### src/rtl/alu_pkg.sv
// Shared ALU operation codes, forward-select codes and the EX/MEM control bundle.
package alu_pkg;
    localparam logic [3:0] ALU_AND = 4'b0000;
    localparam logic [3:0] ALU_OR  = 4'b0001;
    localparam logic [3:0] ALU_ADD = 4'b0010;
    localparam logic [3:0] ALU_SLL = 4'b0011;
    localparam logic [3:0] ALU_SUB = 4'b0110;
    localparam logic [3:0] ALU_XOR = 4'b1100;

    localparam logic [1:0] FWD_RF  = 2'b00;
    localparam logic [1:0] FWD_WB  = 2'b01;
    localparam logic [1:0] FWD_MEM = 2'b10;

    typedef struct packed {
        logic regwrite;
        logic memread;
        logic memwrite;
        logic memtoreg;
    } mem_ctl_t;
endpackage

### src/rtl/alu_core.sv
// Combinational ALU: result and zero flag from two operands and the aluctl code.
module alu_core
    import alu_pkg::*;
#(
    parameter int XLEN    = 32,
    parameter int SHAMT_W = 5
) (
    input  logic [XLEN-1:0] a,
    input  logic [XLEN-1:0] b,
    input  logic [3:0]      aluctl,
    output logic [XLEN-1:0] result,
    output logic            zero
);
    always_comb begin
        result = '0;
        case (aluctl)
            ALU_AND: result = a & b;
            ALU_OR:  result = a | b;
            ALU_ADD: result = a + b;
            ALU_SLL: result = a << b[SHAMT_W-1:0];
            ALU_SUB: result = a - b;
            ALU_XOR: result = a ^ b;
            default: result = '0;
        endcase
    end

    assign zero = (result == '0);
endmodule

### src/rtl/ex_alu_stage.sv
// Execute stage: operand forwarding/immediate muxes, ALU, and the EX/MEM register
// with reset > flush > stall > load priority.
module ex_alu_stage
    import alu_pkg::*;
#(
    parameter int XLEN    = 32,
    parameter int SHAMT_W = 5
) (
    input  logic            clk,
    input  logic            rst,
    input  logic            ex_valid,
    input  logic [3:0]      aluctl,
    input  logic [XLEN-1:0] rs1_data,
    input  logic [XLEN-1:0] rs2_data,
    input  logic [XLEN-1:0] imm,
    input  logic            alusrc,
    input  logic [1:0]      fwd_a,
    input  logic [1:0]      fwd_b,
    input  logic [XLEN-1:0] mem_fwd_data,
    input  logic [XLEN-1:0] wb_fwd_data,
    input  logic [4:0]      rd_in,
    input  logic            regwrite_in,
    input  logic            memread_in,
    input  logic            memwrite_in,
    input  logic            memtoreg_in,
    input  logic            stall,
    input  logic            flush,
    output logic            ex_zero,
    output logic            mem_valid,
    output logic [XLEN-1:0] mem_aluresult,
    output logic            mem_zero,
    output logic [XLEN-1:0] mem_storedata,
    output logic [4:0]      mem_rd,
    output logic            mem_regwrite,
    output logic            mem_memread,
    output logic            mem_memwrite,
    output logic            mem_memtoreg
);
    logic [XLEN-1:0] op_a, rs2_fwd, op_b, result;
    mem_ctl_t        ctl_in, ctl_q;

    // Select code 2'b11 falls through to the register-file value.
    always_comb begin
        op_a = rs1_data;
        case (fwd_a)
            FWD_WB:  op_a = wb_fwd_data;
            FWD_MEM: op_a = mem_fwd_data;
            default: op_a = rs1_data;
        endcase
        rs2_fwd = rs2_data;
        case (fwd_b)
            FWD_WB:  rs2_fwd = wb_fwd_data;
            FWD_MEM: rs2_fwd = mem_fwd_data;
            default: rs2_fwd = rs2_data;
        endcase
    end

    assign op_b = alusrc ? imm : rs2_fwd;

    alu_core #(.XLEN(XLEN), .SHAMT_W(SHAMT_W)) u_alu (
        .a      (op_a),
        .b      (op_b),
        .aluctl (aluctl),
        .result (result),
        .zero   (ex_zero)
    );

    // Bubbles carry no side effects downstream: control bits gated by ex_valid.
    assign ctl_in = ex_valid ? mem_ctl_t'({regwrite_in, memread_in, memwrite_in, memtoreg_in})
                             : mem_ctl_t'('0);

    always_ff @(posedge clk) begin
        if (rst || flush) begin
            mem_valid     <= 1'b0;
            mem_aluresult <= '0;
            mem_zero      <= 1'b0;
            mem_storedata <= '0;
            mem_rd        <= '0;
            ctl_q         <= '0;
        end else if (!stall) begin
            mem_valid     <= ex_valid;
            mem_aluresult <= result;
            mem_zero      <= ex_zero;
            mem_storedata <= rs2_fwd;
            mem_rd        <= rd_in;
            ctl_q         <= ctl_in;
        end
    end

    assign mem_regwrite = ctl_q.regwrite;
    assign mem_memread  = ctl_q.memread;
    assign mem_memwrite = ctl_q.memwrite;
    assign mem_memtoreg = ctl_q.memtoreg;
endmodule
### config.mk
export PLATFORM = sky130hd
export DESIGN_NAME = ex_alu_stage
export DESIGN_NICKNAME = d
export VERILOG_FILES = /design/src/rtl/alu_pkg.sv /design/src/rtl/alu_core.sv /design/src/rtl/ex_alu_stage.sv
export SDC_FILE = /design/constraint.sdc
export NUM_CORES = 1
export LEC_CHECK = 0
export BUFFER_PORTS_ARGS = -buffer_cell sky130_fd_sc_hd__clkbuf_2
export CAP_MARGIN = 30
export CORE_AREA = 2 2 197 180
export DETAILED_ROUTE_END_ITERATION = 8
export DIE_AREA = 0 0 199 182
export GPL_TIMING_DRIVEN = 0
export SYNTH_ARGS = -nofsm -noshare
export SYNTH_HDL_FRONTEND = slang
export SYNTH_SLANG_ARGS = --single-unit
### constraint.sdc
create_clock -name clk -period 12.9 [get_ports clk]
set_input_delay 1.29 -clock clk [delete_from_list [all_inputs] [get_ports clk]]
set_output_delay 1.29 -clock clk [all_outputs]
set_load 0.01 [all_outputs]
======== Word-level counts from Yosys, hierarchy flattened ========
Cells that the tools add are included.
Widths: inputs -> output; s select.
word-level totals
  register bits after elaboration ......... 75
  bits of input ports ..................... 183
cells by class
  add/sub/neg operators ................... 2
  equality and inequality tests ........... 9
  shift operators ......................... 1
  multiplexer cells ....................... 5
  bitwise logic cells ..................... 3
  reduce and logical (&&, ||, !) cells .... 3
operators by type and width
  kind                number
  $pmux 32 s6         1
  $pmux 32 s2         2
  $add 32x32->32      1
  $and 32x32->32      1
  $logic_not 32->1    1
  $mux 32             1
  $or 32x32->32       1
  $shl 32x5->32       1
  $sub 32x32->32      1
  $xor 32x32->32      1
  $eq 4x2->1 const B  2
  $eq 2x1->1 const B  2
  $eq 2x2->1 const B  2
  $eq 4x1->1 const B  1
  $eq 4x3->1 const B  1
  $eq 4x4->1 const B  1
  $logic_not 4->1     1
  $mux 4              1
  $logic_or 1x1->1    1

======== Depth between registers and ports, before layout ========
Gate-level depths: netlist of the first run.
  word-level depth ........................ 6
  depth in mapped cells ................... 31

======== Modules after synthesis ========
A second synthesis of the first run with hierarchy kept.
second synthesis, totals
  cells, all modules ...................... 1473
  area, all modules ....................... 11194.5 um^2
by module, submodules not included
  module        times used  cells an instance  area an instance (um^2)  seq. area each (um^2)
  alu_core      1           879                6119.6                   0.0
  ex_alu_stage  1           594                5074.9                   1501.4

======== Worst setup path before layout of the first run ========
OpenSTA, ideal clock, no wires.
  path kind ............................... input-to-output
  start point ............................. input fwd_b[0]
  end point ............................... output ex_zero
  arrival ................................. 7.230 ns
  data required time ...................... 11.610 ns
  setup slack ............................. 4.380 ns
  stages .................................. 29
  path through ............................ inv_1 ha_1 buf_6 a221oi_1 o31a_1 clkbuf_1 clkbuf_1 clkbuf_1 ha_1 nand2_1 nor3_1 nand2_1 or4_1 or3_1 nor3_1 a21o_1 xnor2_1 ha_1 clkbuf_1 nand2_1 or4_1 and4_1 a211oi_1 o2111ai_1 nor3_1 nand4_1 nor3_1 nand4_1 nor2_1
between the ends
  longest elaborated chain between the ends .. 6
ends and longest elaborated chain
  element                                   RTL line            text
  from (decl)                               ex_alu_stage.sv:18  input logic [1:0] fwd_b,
  $eq 2x2->1 or $eq 2x1->1 (tied branches)  ex_alu_stage.sv:51  case (fwd_b)
  $pmux 32 s2 *                             ex_alu_stage.sv:51
  $mux 32 *                                 ex_alu_stage.sv:58  assign op_b = alusrc ? imm : rs2_fwd;
  $sub 32x32->32 (tied with other cells)    alu_core.sv:21      ALU_SUB: result = a - b;
  $pmux 32 s6 *                             alu_core.sv:16      case (aluctl)
  $logic_not 32->1 *                        alu_core.sv:27      assign zero = (result == '0);
  to (decl)                                 ex_alu_stage.sv:28  output logic ex_zero,
Every way passes the cells marked *; elsewhere a longest branch is shown, timed or not.

======== Worst setup path after layout of the first run ========
Ends and elaborated chain as after synthesis.

==> results of run 1 <==
## cell type report
cell class / instances / area, um2
clock inverter: 4 / 72.6
sequential: 75 / 1500
fill: 3785 / 22000
inverter: 83 / 312
tap: 469 / 587
timing repair buffer: 264 / 1360
clock buffer: 12 / 256
multi-input combinational: 1178 / 7900
buffer: 98 / 419
## layout by cell type (no fill, tap or decap), types with 47 or more instances in the layout
cell | synthesis | layout
a22oi_1 | 48 | 48
clkbuf_2 | 0 | 255
mux2i_1 | 53 | 53
nor2_1 | 188 | 188
inv_1 | 78 | 78
a221o_1 | 47 | 47
a21oi_1 | 110 | 110
nand2_1 | 115 | 115
clkbuf_1 | 68 | 69
ha_1 | 107 | 107
o21ai_0 | 133 | 133
dfxtp_1 | 75 | 75
## through the flow
stage	setup slack, ns	instance area (um2)
after floorplan	4.38	10100
after global placement	1.57	12000
after detailed placement	1.58	12000
after CTS	1.52	12400
after global routing	1.08	12400
final	1.35	12400
## worst max path at each step
stage,to,slack [ns],cells after the start
after floorplan,ex_zero,4.38,29
after CTS,ex_zero,1.52,31
final,ex_zero,1.35,31
after detailed placement,ex_zero,1.58,31
after global routing,ex_zero,1.08,31
after global placement,ex_zero,1.57,31
## cell families (layout without fill, tap and decap cells)
group	Yosys count	count (layout)	share of synthesized area
buf+inv	181	461	0.0722
simple gates	435	435	0.193
fa+ha+maj	108	108	0.134
compound gates	522	522	0.346
xor+xnor	51	51	0.0441
mux	62	62	0.0624
flops	75	75	0.148
## sequential cells by signal, indices dropped and copies added (netlist names)
name	flops
mem_aluresult	32
mem_storedata	32
mem_rd	5
mem_memread	1
mem_memtoreg	1
mem_memwrite	1
mem_regwrite	1
mem_valid	1
mem_zero	1
## Yosys cell counts (all sizes together) (10+ instances only)
cell,number,area share
nand2b,18,0.011
xor2,10,0.0087
a21o,13,0.0096
dfxtp,75,0.15
o211ai,10,0.0074
a211oi,13,0.0096
nand3,22,0.011
nor3,23,0.011
a31oi,11,0.0074
o21a,17,0.013
a221oi,17,0.016
a22oi,49,0.037
clkbuf,68,0.025
inv,83,0.031
o22ai,27,0.017
a221o,47,0.046
ha,107,0.13
mux2i,53,0.052
buf,30,0.016
a21oi,110,0.054
nor2,188,0.070
o221ai,13,0.011
nor2b,13,0.0080
xnor2,41,0.035
o21ai,143,0.071
nand2,115,0.043
## tightest hold or removal path: cells and delay by family (launching register included)
| family | cells | cell delay [ns] |
|---|---|---|
| AO/OA/AOI/OAI | 1 | 0.05 |
| flip-flops | 1 | 0.32 |
| AND/OR/NAND/NOR | 1 | 0.07 |
## power breakdown
group / switching, mW / internal [mW] / total (mW)
Combinational: 0.501 / 0.256 / 0.757
Sequential: 0.00516 / 0.240 / 0.245
Clock: 0.113 / 0.180 / 0.293
## layer usage
layer	vias up	track usage	part of all wire
met3	93	0.0743	0.11
met5	-	0	0
li1	5824	-	-
met1	6175	0.427	0.45
met2	837	0.447	0.41
met4	0	0.102	0.033
==> key figures, run 1 <==
Outcome
  • Outcome: complete, no violations

Routing
  • Drt pass-1 iters: 7
  • DR WL/cell: 25.6 um
  • Antenna-violating nets left: 0
  • DRC errors left: 0
  • Total wire length: 55.8 mm
  • Via-per-instance ratio: 5.92
  • DR vias: 12,900
  • Iteration-0 DRC Markers: 1,266

Worst setup path
  • Reg-to-reg critical path startpoint: mem_storedata[4]$_SDFFE_PP0N_
  • CP Capture Type: primary output
  • Worst Path Max Fanout: 11
  • Worst setup path category: input port to primary output
  • Worst setup startpoint: fwd_b[0]
  • Crit path DAT: 10.26 ns
  • Slowest Stage Delay on Critical Path: 0.72 ns
  • Reg2reg setup slack: 12.09 ns
  • Critical path buffers and inverters: 8
  • FF-to-FF path depth: 2
  • Worst EP required: 11.61 ns
  • Worst setup SP type: input port
  • Max stage delay cell, worst path: clkbuf_1
  • CP delay by family, top: simple AND/OR/NAND/NOR gates
  • FF-to-FF End: mem_storedata[4]$_SDFFE_PP0N_

GRT
  • First-pass GRT wire length: 81.2 mm
  • Largest net degree at the start of global routing: 13
  • Gr usage total: 0.303
  • Antenna violations before repair: 1
  • Vias in the first global route: 12,300
  • Total gr overflow: 0

Clock network
  • Worst-Skew Late Latency: 0.36 ns
  • H-Tree Depth: 3
  • Clk pin slew, worst setup/hold paths: 0.06 ns
  • CTS tree: built
  • Post-CTS setup buffers: 0
  • Clock buffer depth: 2
  • Hold Buf Count CTS: 0
  • Root Buffer: clkbuf_16
  • Post-cts sizing count: 0
  • Clock Sinks: 75
  • Inserted Clock Buffers: 9

STA
  • Maximum clock rate: 86.6 MHz
  • Worst clock skew: 0 ns
  • Clock period minus final worst setup slack: 11.55 ns
  • Final hold violations: 0
  • Pins Over Slew Limit: 0
  • Final Cycle Share: 0.895
  • Setup_tns: 0 ns
  • # setup viols final: 0
  • Hold_ws: 0.485 ns
  • Least-Margin Pin Slew: 1.08 ns
  • Max-Slew Margin vs Limit: 0.270
  • RSZ-0062 raised after global routing: false

Die
  • Initial Utilization: 0.294
  • Die Span Y: 182 um
  • I/O pin count: 259
  • Die area: 0.0362 mm2
  • Die span in x: 199 um
  • CORE AREA: 0.0344 mm2
  • Num rows: 65

Logic synthesis
  • Synth cell types: 73
  • YS warnings: 0
  • Sequential element share of the synthesized area: 0.148
  • Cell area after synthesis: 0.0101 mm2
  • Gate Count Post-Synth: 1,434
  • Synth Flop Type: dfxtp_1
  • Net Count, Synth: 1,725
  • Post-synth EDFFs: 0
  • Yosys reg bits: 75
  • Async SR Flop Fraction: 0
  • Average size of a mapped cell: 7.06 um2

Power
  • Worst VDD drop: 0.0810 mV
  • Tot Pwr: 1.30 mW
  • Leak: 5.57 nW
  • Pwr Density: 104 mW/mm2

Job
  • Max-cap violations: 0

Worst hold path
  • Hold endpoint: mem_aluresult[21]$_SDFFE_PP0N_
  • Hold Path Class: register to register
  • Hold wc startpoint: mem_aluresult[21]$_SDFFE_PP0N_
  • Worst Hold Depth: 2

Finish
  • Share of post-route cells with drive strength above 1: 0.190
  • N_diodes: 0
  • Nets: 2,000
  • Syn-to-layout area delta: 22.5%
  • Final Util: 0.360
  • Final Non-Filler Cells: 2,183

Placement
  • Routability cong.: 1.00
  • Number of I/O port buffers: 255
  • Placed cells: 2,164
  • HPWL after DPL: 46.2 mm
No activity file was read; power rests on OpenSTA's default activity.
==> run 2, diff against run 1 <==
--- a/config.mk
+++ b/config.mk
@@ -10,7 +10,6 @@
 export CORE_AREA = 2 2 197 180
 export DETAILED_ROUTE_END_ITERATION = 8
 export DIE_AREA = 0 0 199 182
-export GPL_TIMING_DRIVEN = 0
 export SYNTH_ARGS = -nofsm -noshare
 export SYNTH_HDL_FRONTEND = slang
 export SYNTH_SLANG_ARGS = --single-unit
==> key figures, run 2 (synthesis results as in run 1) <==
Worst setup path
  • CP dominant cell by count: nor3_1
  • Critical path buffers and inverters: 6 (-2)
  • Slowest Stage Delay on Critical Path: 0.57 ns (-0.15 ns)
  • CP delay by family, top: simple AND/OR/NAND/NOR gates
  • CP Capture Type: primary output
  • Worst Path Max Fanout: 45 (+34)
  • Worst setup path category: input port to primary output
  • Max stage delay cell, worst path: or4_1
  • Worst setup SP type: input port
  • Crit path DAT: 8.57 ns (-1.69 ns)
  • Worst EP required: 11.61 ns (about the same)

STA
  • RSZ-0062 raised after global routing: false
  • # setup viols final: 0 (unchanged)
  • Setup_tns: 0 ns (unchanged)
  • Final Cycle Share: 0.764 (-0.131)
  • Max-Slew Margin vs Limit: 0.267 (-0.00259)
  • Least-Margin Pin Slew: 1.09 ns (+0.00385 ns)
  • Clock period minus final worst setup slack: 9.86 ns (-1.69 ns)
  • Worst clock skew: 0 ns (unchanged)
  • Maximum clock rate: 101 MHz (+17%)
  • Final hold violations: 0 (unchanged)
  • Pins Over Slew Limit: 0 (unchanged)

Finish
  • Syn-to-layout area delta: 18.9%
  • Nets: 1,918 (-4.1%)
  • Biggest regs: mem_aluresult x32, mem_storedata x32, mem_rd x5
  • Most common cell after layout, fill and taps aside: clkbuf_2
  • Share of post-route cells with drive strength above 1: 0.201 (+0.0114)
  • Most frequent cells in the layout: clkbuf_2, nor2_1, o21ai_0, nand2_1, a21oi_1
  • N_diodes: 0 (unchanged)

Clock network
  • Clock buffer depth: 2 (unchanged)
  • Clock Sinks: 75 (unchanged)
  • Clk pin slew, worst setup/hold paths: 0.06 ns (about the same)
  • CTS tree: built
  • Root Buffer: clkbuf_16
  • H-Tree Depth: 3 (unchanged)
  • Post-cts sizing count: 0 (unchanged)
  • Hold Buf Count CTS: 0 (unchanged)
  • Worst-Skew Late Latency: 0.36 ns (about the same)
  • Post-CTS setup buffers: 0 (unchanged)
  • Inserted Clock Buffers: 9 (unchanged)

Placement
  • Routability cong.: 0.950 (-5.2%)
  • Number of I/O port buffers: 258 (+1.2%)
  • HPWL after DPL: 37.6 mm (-19%)

Job
  • Max-cap violations: 0 (unchanged)

GRT
  • Total gr overflow: 0 (unchanged)
  • Vias in the first global route: 11,400 (-7.0%)
  • Largest net degree at the start of global routing: 74 (+61)
  • Gr usage total: 0.257 (-0.0465)
  • First-pass GRT wire length: 70.4 mm (-13%)
  • Antenna violations before repair: 0 (-1)

Power
  • Switching share of total power: 0.481 (+0.00260)
  • Combinational power share: 0.590 (+0.005)
  • Flop pwr share: 0.203 (+0.014)
  • Worst VDD drop: 0.0705 mV (-13%)
  • Leak: 5.45 nW (-2.1%)
  • Clk pwr share: 0.207 (-0.019)
  • Internal power: 625 uW (-7.4%)
  • Tot Pwr: 1.21 mW (-7.0%)
  • P_sw: 580 uW (-6.4%)
  • Pwr Density: 100 mW/mm2 (-4.2%)

Routing
  • Antenna-violating nets left: 0 (unchanged)
  • Iteration-0 DRC Markers: 1,298 (+2.5%)
  • DR WL/cell: 22.5 um (-12%)
  • Via-per-instance ratio: 5.76 (-2.8%)
  • Drt pass-1 iters: 6 (-1)
  • DRC errors left: 0 (unchanged)
  • Total wire length: 47.3 mm (-15%)
  • DR vias: 12,100 (-6.4%)

Die
  • I/O pin count: 259 (unchanged)
  • Num rows: 65 (unchanged)
  • Die span in x: 199 um (unchanged)
  • Die area: 0.0362 mm2 (unchanged)
  • Die Span Y: 182 um (unchanged)
  • Initial Utilization: 0.294 (unchanged)
  • CORE AREA: 0.0344 mm2 (unchanged)

Worst hold path
  • Hold Path Class: register to register

Outcome
  • Outcome: complete, no violations
[run 2: changes by cell type in the layout (fill, tap and decap cells not counted), moves of 2 or more]
cell       change
buf_6          -6
buf_1         -16
clkbuf_2       +2
buf_4         +15
bufinv_16      -2
clkbuf_1      -68
buf_2          -7
[run 2: worst paths after layout]
check                                         to                            from  depth (start not counted)  slack (ns)
hold / removal    mem_aluresult[21]$_SDFFE_PP0N_  mem_aluresult[21]$_SDFFE_PP0N_                          2        0.47
setup / recovery                         ex_zero                        fwd_b[0]                         29        3.04
setup reg to reg  mem_aluresult[30]$_SDFFE_PP0N_  mem_aluresult[30]$_SDFFE_PP0N_                          2       12.20
hold reg to reg   mem_aluresult[21]$_SDFFE_PP0N_  mem_aluresult[21]$_SDFFE_PP0N_                          2        0.47
[run 2: final cells by class]
| cell class | instances | area (um2) |
|---|---|---|
| fill | 3755 | 22400 |
| multi-input combinational | 1178 | 7900 |
| sequential | 75 | 1500 |
| timing repair buffer | 280 | 1460 |
| tap | 469 | 587 |
| inverter | 83 | 312 |
| clock buffer | 11 | 243 |
| clock inverter | 5 | 37.5 |
[run 2: worst min-delay path: stages, from the launching register on]
cell and delay (ns):
dfxtp_1 0.31, nand2_1 0.06, a21oi_1 0.05
[run 2: power groups by stage]
| stage | Clock (mW) | Sequential, mW | Combinational, mW |
|---|---|---|---|
| global route | 0.268 | 0.245 | 0.772 |
| finish | 0.250 | 0.244 | 0.711 |
| global placement | 0 | 0.249 | 0.692 |
| detailed placement | 0 | 0.249 | 0.690 |
| floorplan | 0 | 0.253 | 0.463 |
| CTS | 0.259 | 0.244 | 0.694 |
[run 2: routing by layer]
layer | up-vias | track usage | part of all wire
met5 | - | 0 | 0
met4 | 0 | 0.0579 | 0.018
met3 | 45 | 0.0550 | 0.10
met2 | 667 | 0.387 | 0.42
met1 | 5724 | 0.370 | 0.46
li1 | 5664 | - | -
[run 2: through the flow]
stage	hold WS, ns	cell area (um2)	worst slack [ns]	instances	utilization
6_report	0.473	12000	3.04	2101	0.350
5_1_grt	0.495	12000	2.39	2101	0.350
4_1_cts	0.477	12000	3.13	2101	0.350
3_5_place_dp	0.466	11800	3.15	2085	0.342
3_3_place_gp	0.454	11800	3.39	2084	0.342
2_1_floorplan	0.486	10100	4.38	1434	-
==> run 3, diff against run 2 <==
==> constraint.sdc (replaced) <==
create_clock -name clk -period 9.4 [get_ports clk]
set_input_delay 0.94 -clock clk [delete_from_list [all_inputs] [get_ports clk]]
set_output_delay 0.94 -clock clk [all_outputs]
set_load 0.01 [all_outputs]
==> key figures, run 3 (synthesis results as in run 1) <==
Outcome
  • Outcome: complete, no violations

Die
  • CORE AREA: 0.0344 mm2 (unchanged)
  • Num rows: 65 (unchanged)
  • Die area: 0.0362 mm2 (unchanged)
  • Die Span Y: 182 um (unchanged)
  • Die span in x: 199 um (unchanged)
  • I/O pin count: 259 (unchanged)
  • Initial Utilization: 0.294 (unchanged)

Worst setup path
  • Crit path DAT: 7.88 ns (-0.69 ns)
  • Reg2reg setup slack: 8.72 ns (-3.48 ns)
  • Worst EP required: 8.46 ns (-3.15 ns)
  • Worst setup SP type: input port
  • Worst setup path category: input port to primary output
  • Worst Path Max Fanout: 12 (-73%)
  • CP Capture Type: primary output

STA
  • Least-Margin Pin Slew: 1.26 ns (+0.175 ns)
  • Max-Slew Margin vs Limit: 0.158 (-0.109)
  • Final hold violations: 0 (unchanged)
  • Worst clock skew: 0 ns (unchanged)
  • Pins Over Slew Limit: 0 (unchanged)
  • Setup_tns: 0 ns (unchanged)
  • Maximum clock rate: 113 MHz
  • Clock period minus final worst setup slack: 8.82 ns
  • RSZ-0062 raised after global routing: false
  • Final Cycle Share: 0.938
  • # setup viols final: 0 (unchanged)

Power
  • Switching share of total power: 0.475 (-0.00651)
  • P_sw: 799 uW (+38%)
  • Flop pwr share: 0.199 (-0.004)
  • Pwr Density: 139 mW/mm2 (+38%)
  • Clk pwr share: 0.217 (+0.010)
  • Internal power: 884 uW (+41%)
  • Combinational power share: 0.584 (-0.006)
  • Tot Pwr: 1.68 mW (+40%)
  • Leak: 5.52 nW (+1.2%)
  • Worst VDD drop: 0.117 mV (+66%)

Clock network
  • Hold Buf Count CTS: 0 (unchanged)
  • Root Buffer: clkbuf_16
  • Post-cts sizing count: 0 (unchanged)
  • Clk pin slew, worst setup/hold paths: 0.06 ns (about the same)
  • H-Tree Depth: 3 (unchanged)
  • Inserted Clock Buffers: 9 (unchanged)
  • Clock Sinks: 75 (unchanged)
  • CTS tree: built
  • Post-CTS setup buffers: 0 (unchanged)
  • Clock buffer depth: 2 (unchanged)
  • Worst-Skew Late Latency: 0.37 ns (about the same)

Finish
  • N_diodes: 0 (unchanged)
  • Most frequent cells in the layout: clkbuf_2, nor2_1, o21ai_0, nand2_1, a21oi_1
  • Share of post-route cells with drive strength above 1: 0.207 (+0.00631)
  • Nets: 1,931 (+0.68%)
  • Syn-to-layout area delta: 20.1%
  • Biggest regs: mem_aluresult x32, mem_storedata x32, mem_rd x5
  • Most common cell after layout, fill and taps aside: clkbuf_2
  • Fill cells: 3,803 (+1.3%)

GRT
  • Antenna violations before repair: 0 (unchanged)
  • Total gr overflow: 0 (unchanged)
  • First-pass GRT wire length: 71.8 mm (+1.9%)
  • Largest net degree at the start of global routing: 74 (unchanged)
  • Gr usage total: 0.260 (+0.00311)
  • Vias in the first global route: 11,500 (+0.33%)

Routing
  • Drt pass-1 iters: 6 (unchanged)
  • DR vias: 12,200 (+1.1%)
  • Total wire length: 47.6 mm (+0.67%)
  • DR WL/cell: 22.5 um (about the same)
  • Iteration-0 DRC Markers: 1,406 (+8.3%)
  • Via-per-instance ratio: 5.79 (+0.49%)
  • DRC errors left: 0 (unchanged)
  • Antenna-violating nets left: 0 (unchanged)

Job
  • Max-cap violations: 0 (unchanged)

Worst hold path
  • Hold Path Class: register to register

Placement
  • Number of I/O port buffers: 258 (unchanged)
  • HPWL after DPL: 38.3 mm (+1.9%)
  • Routability cong.: 0.996 (+4.8%)
run 3: power by group through the flow:
stage	Clock (mW)	Combinational, mW	Sequential [mW]
4_1_cts	0.376	0.955	0.335
3_5_place_dp	0	0.949	0.342
3_3_place_gp	0	0.948	0.342
2_1_floorplan	0	0.635	0.347
6_report	0.365	0.983	0.335
5_1_grt	0.387	1.06	0.336
run 3: metrics by stage:
step / cell area [um2] / utilization / std cells / worst slack (ns) / hold slack, ns
floorplan: 10100 / - / 1434 / 1.58 / 0.486
global placement: 11900 / 0.344 / 2097 / 0.966 / 0.456
detailed placement: 11900 / 0.345 / 2098 / 0.734 / 0.457
CTS: 12200 / 0.353 / 2114 / 0.736 / 0.467
global route: 12200 / 0.353 / 2114 / 0.0154 / 0.510
finish: 12200 / 0.353 / 2114 / 0.585 / 0.464
run 3: cell type report:
class / instances / area (um2) / area share
clock buffer: 10 / 229 / 0.0188
tap: 469 / 587 / 0.0483
clock inverter: 6 / 66.3 / 0.00546
sequential: 75 / 1500 / 0.124
timing repair buffer: 293 / 1560 / 0.128
inverter: 83 / 312 / 0.0256
multi-input combinational: 1178 / 7900 / 0.650
run 3: path summary, 6_finish.rpt:
kind / startpoint / depth (start not counted) / end
setup / recovery: fwd_b[0] / 23 / ex_zero
hold / removal: mem_aluresult[21]$_SDFFE_PP0N_ / 2 / mem_aluresult[21]$_SDFFE_PP0N_
setup reg to reg: mem_aluresult[17]$_SDFFE_PP0N_ / 2 / mem_aluresult[17]$_SDFFE_PP0N_
hold reg to reg: mem_aluresult[21]$_SDFFE_PP0N_ / 2 / mem_aluresult[21]$_SDFFE_PP0N_
run 3: critical path, cell delays in order:
cell and delay [ns]:
clkbuf_2 0.10, inv_1 0.05, ha_1 0.40, or2_1 0.27
o221ai_1 0.57, inv_1 0.40, nor3_1 0.33, nand2_1 0.20
or4_1 0.54, or3_1 0.43, o21ai_0 0.22, xnor2_1 0.10
ha_1 0.39, o21a_1 0.14, o21ai_0 0.28, a211oi_1 0.12
o31ai_1 0.40, a21oi_1 0.22, mux2i_1 0.16, a2111oi_0 0.98
nand4_1 0.27, nor2_1 0.20, clkbuf_2 0.16
run 3: layer usage:
| metal | up-vias | track usage | share of wire | wire length [um] |
|---|---|---|---|---|
| li1 | 5692 | - | - | - |
| met1 | 5755 | 0.376 | 0.47 | 22200 |
| met2 | 721 | 0.380 | 0.41 | 19500 |
| met3 | 66 | 0.0643 | 0.10 | 4800 |
| met4 | 0 | 0.0672 | 0.023 | 1100 |
| met5 | - | 0 | 0 | 0 |
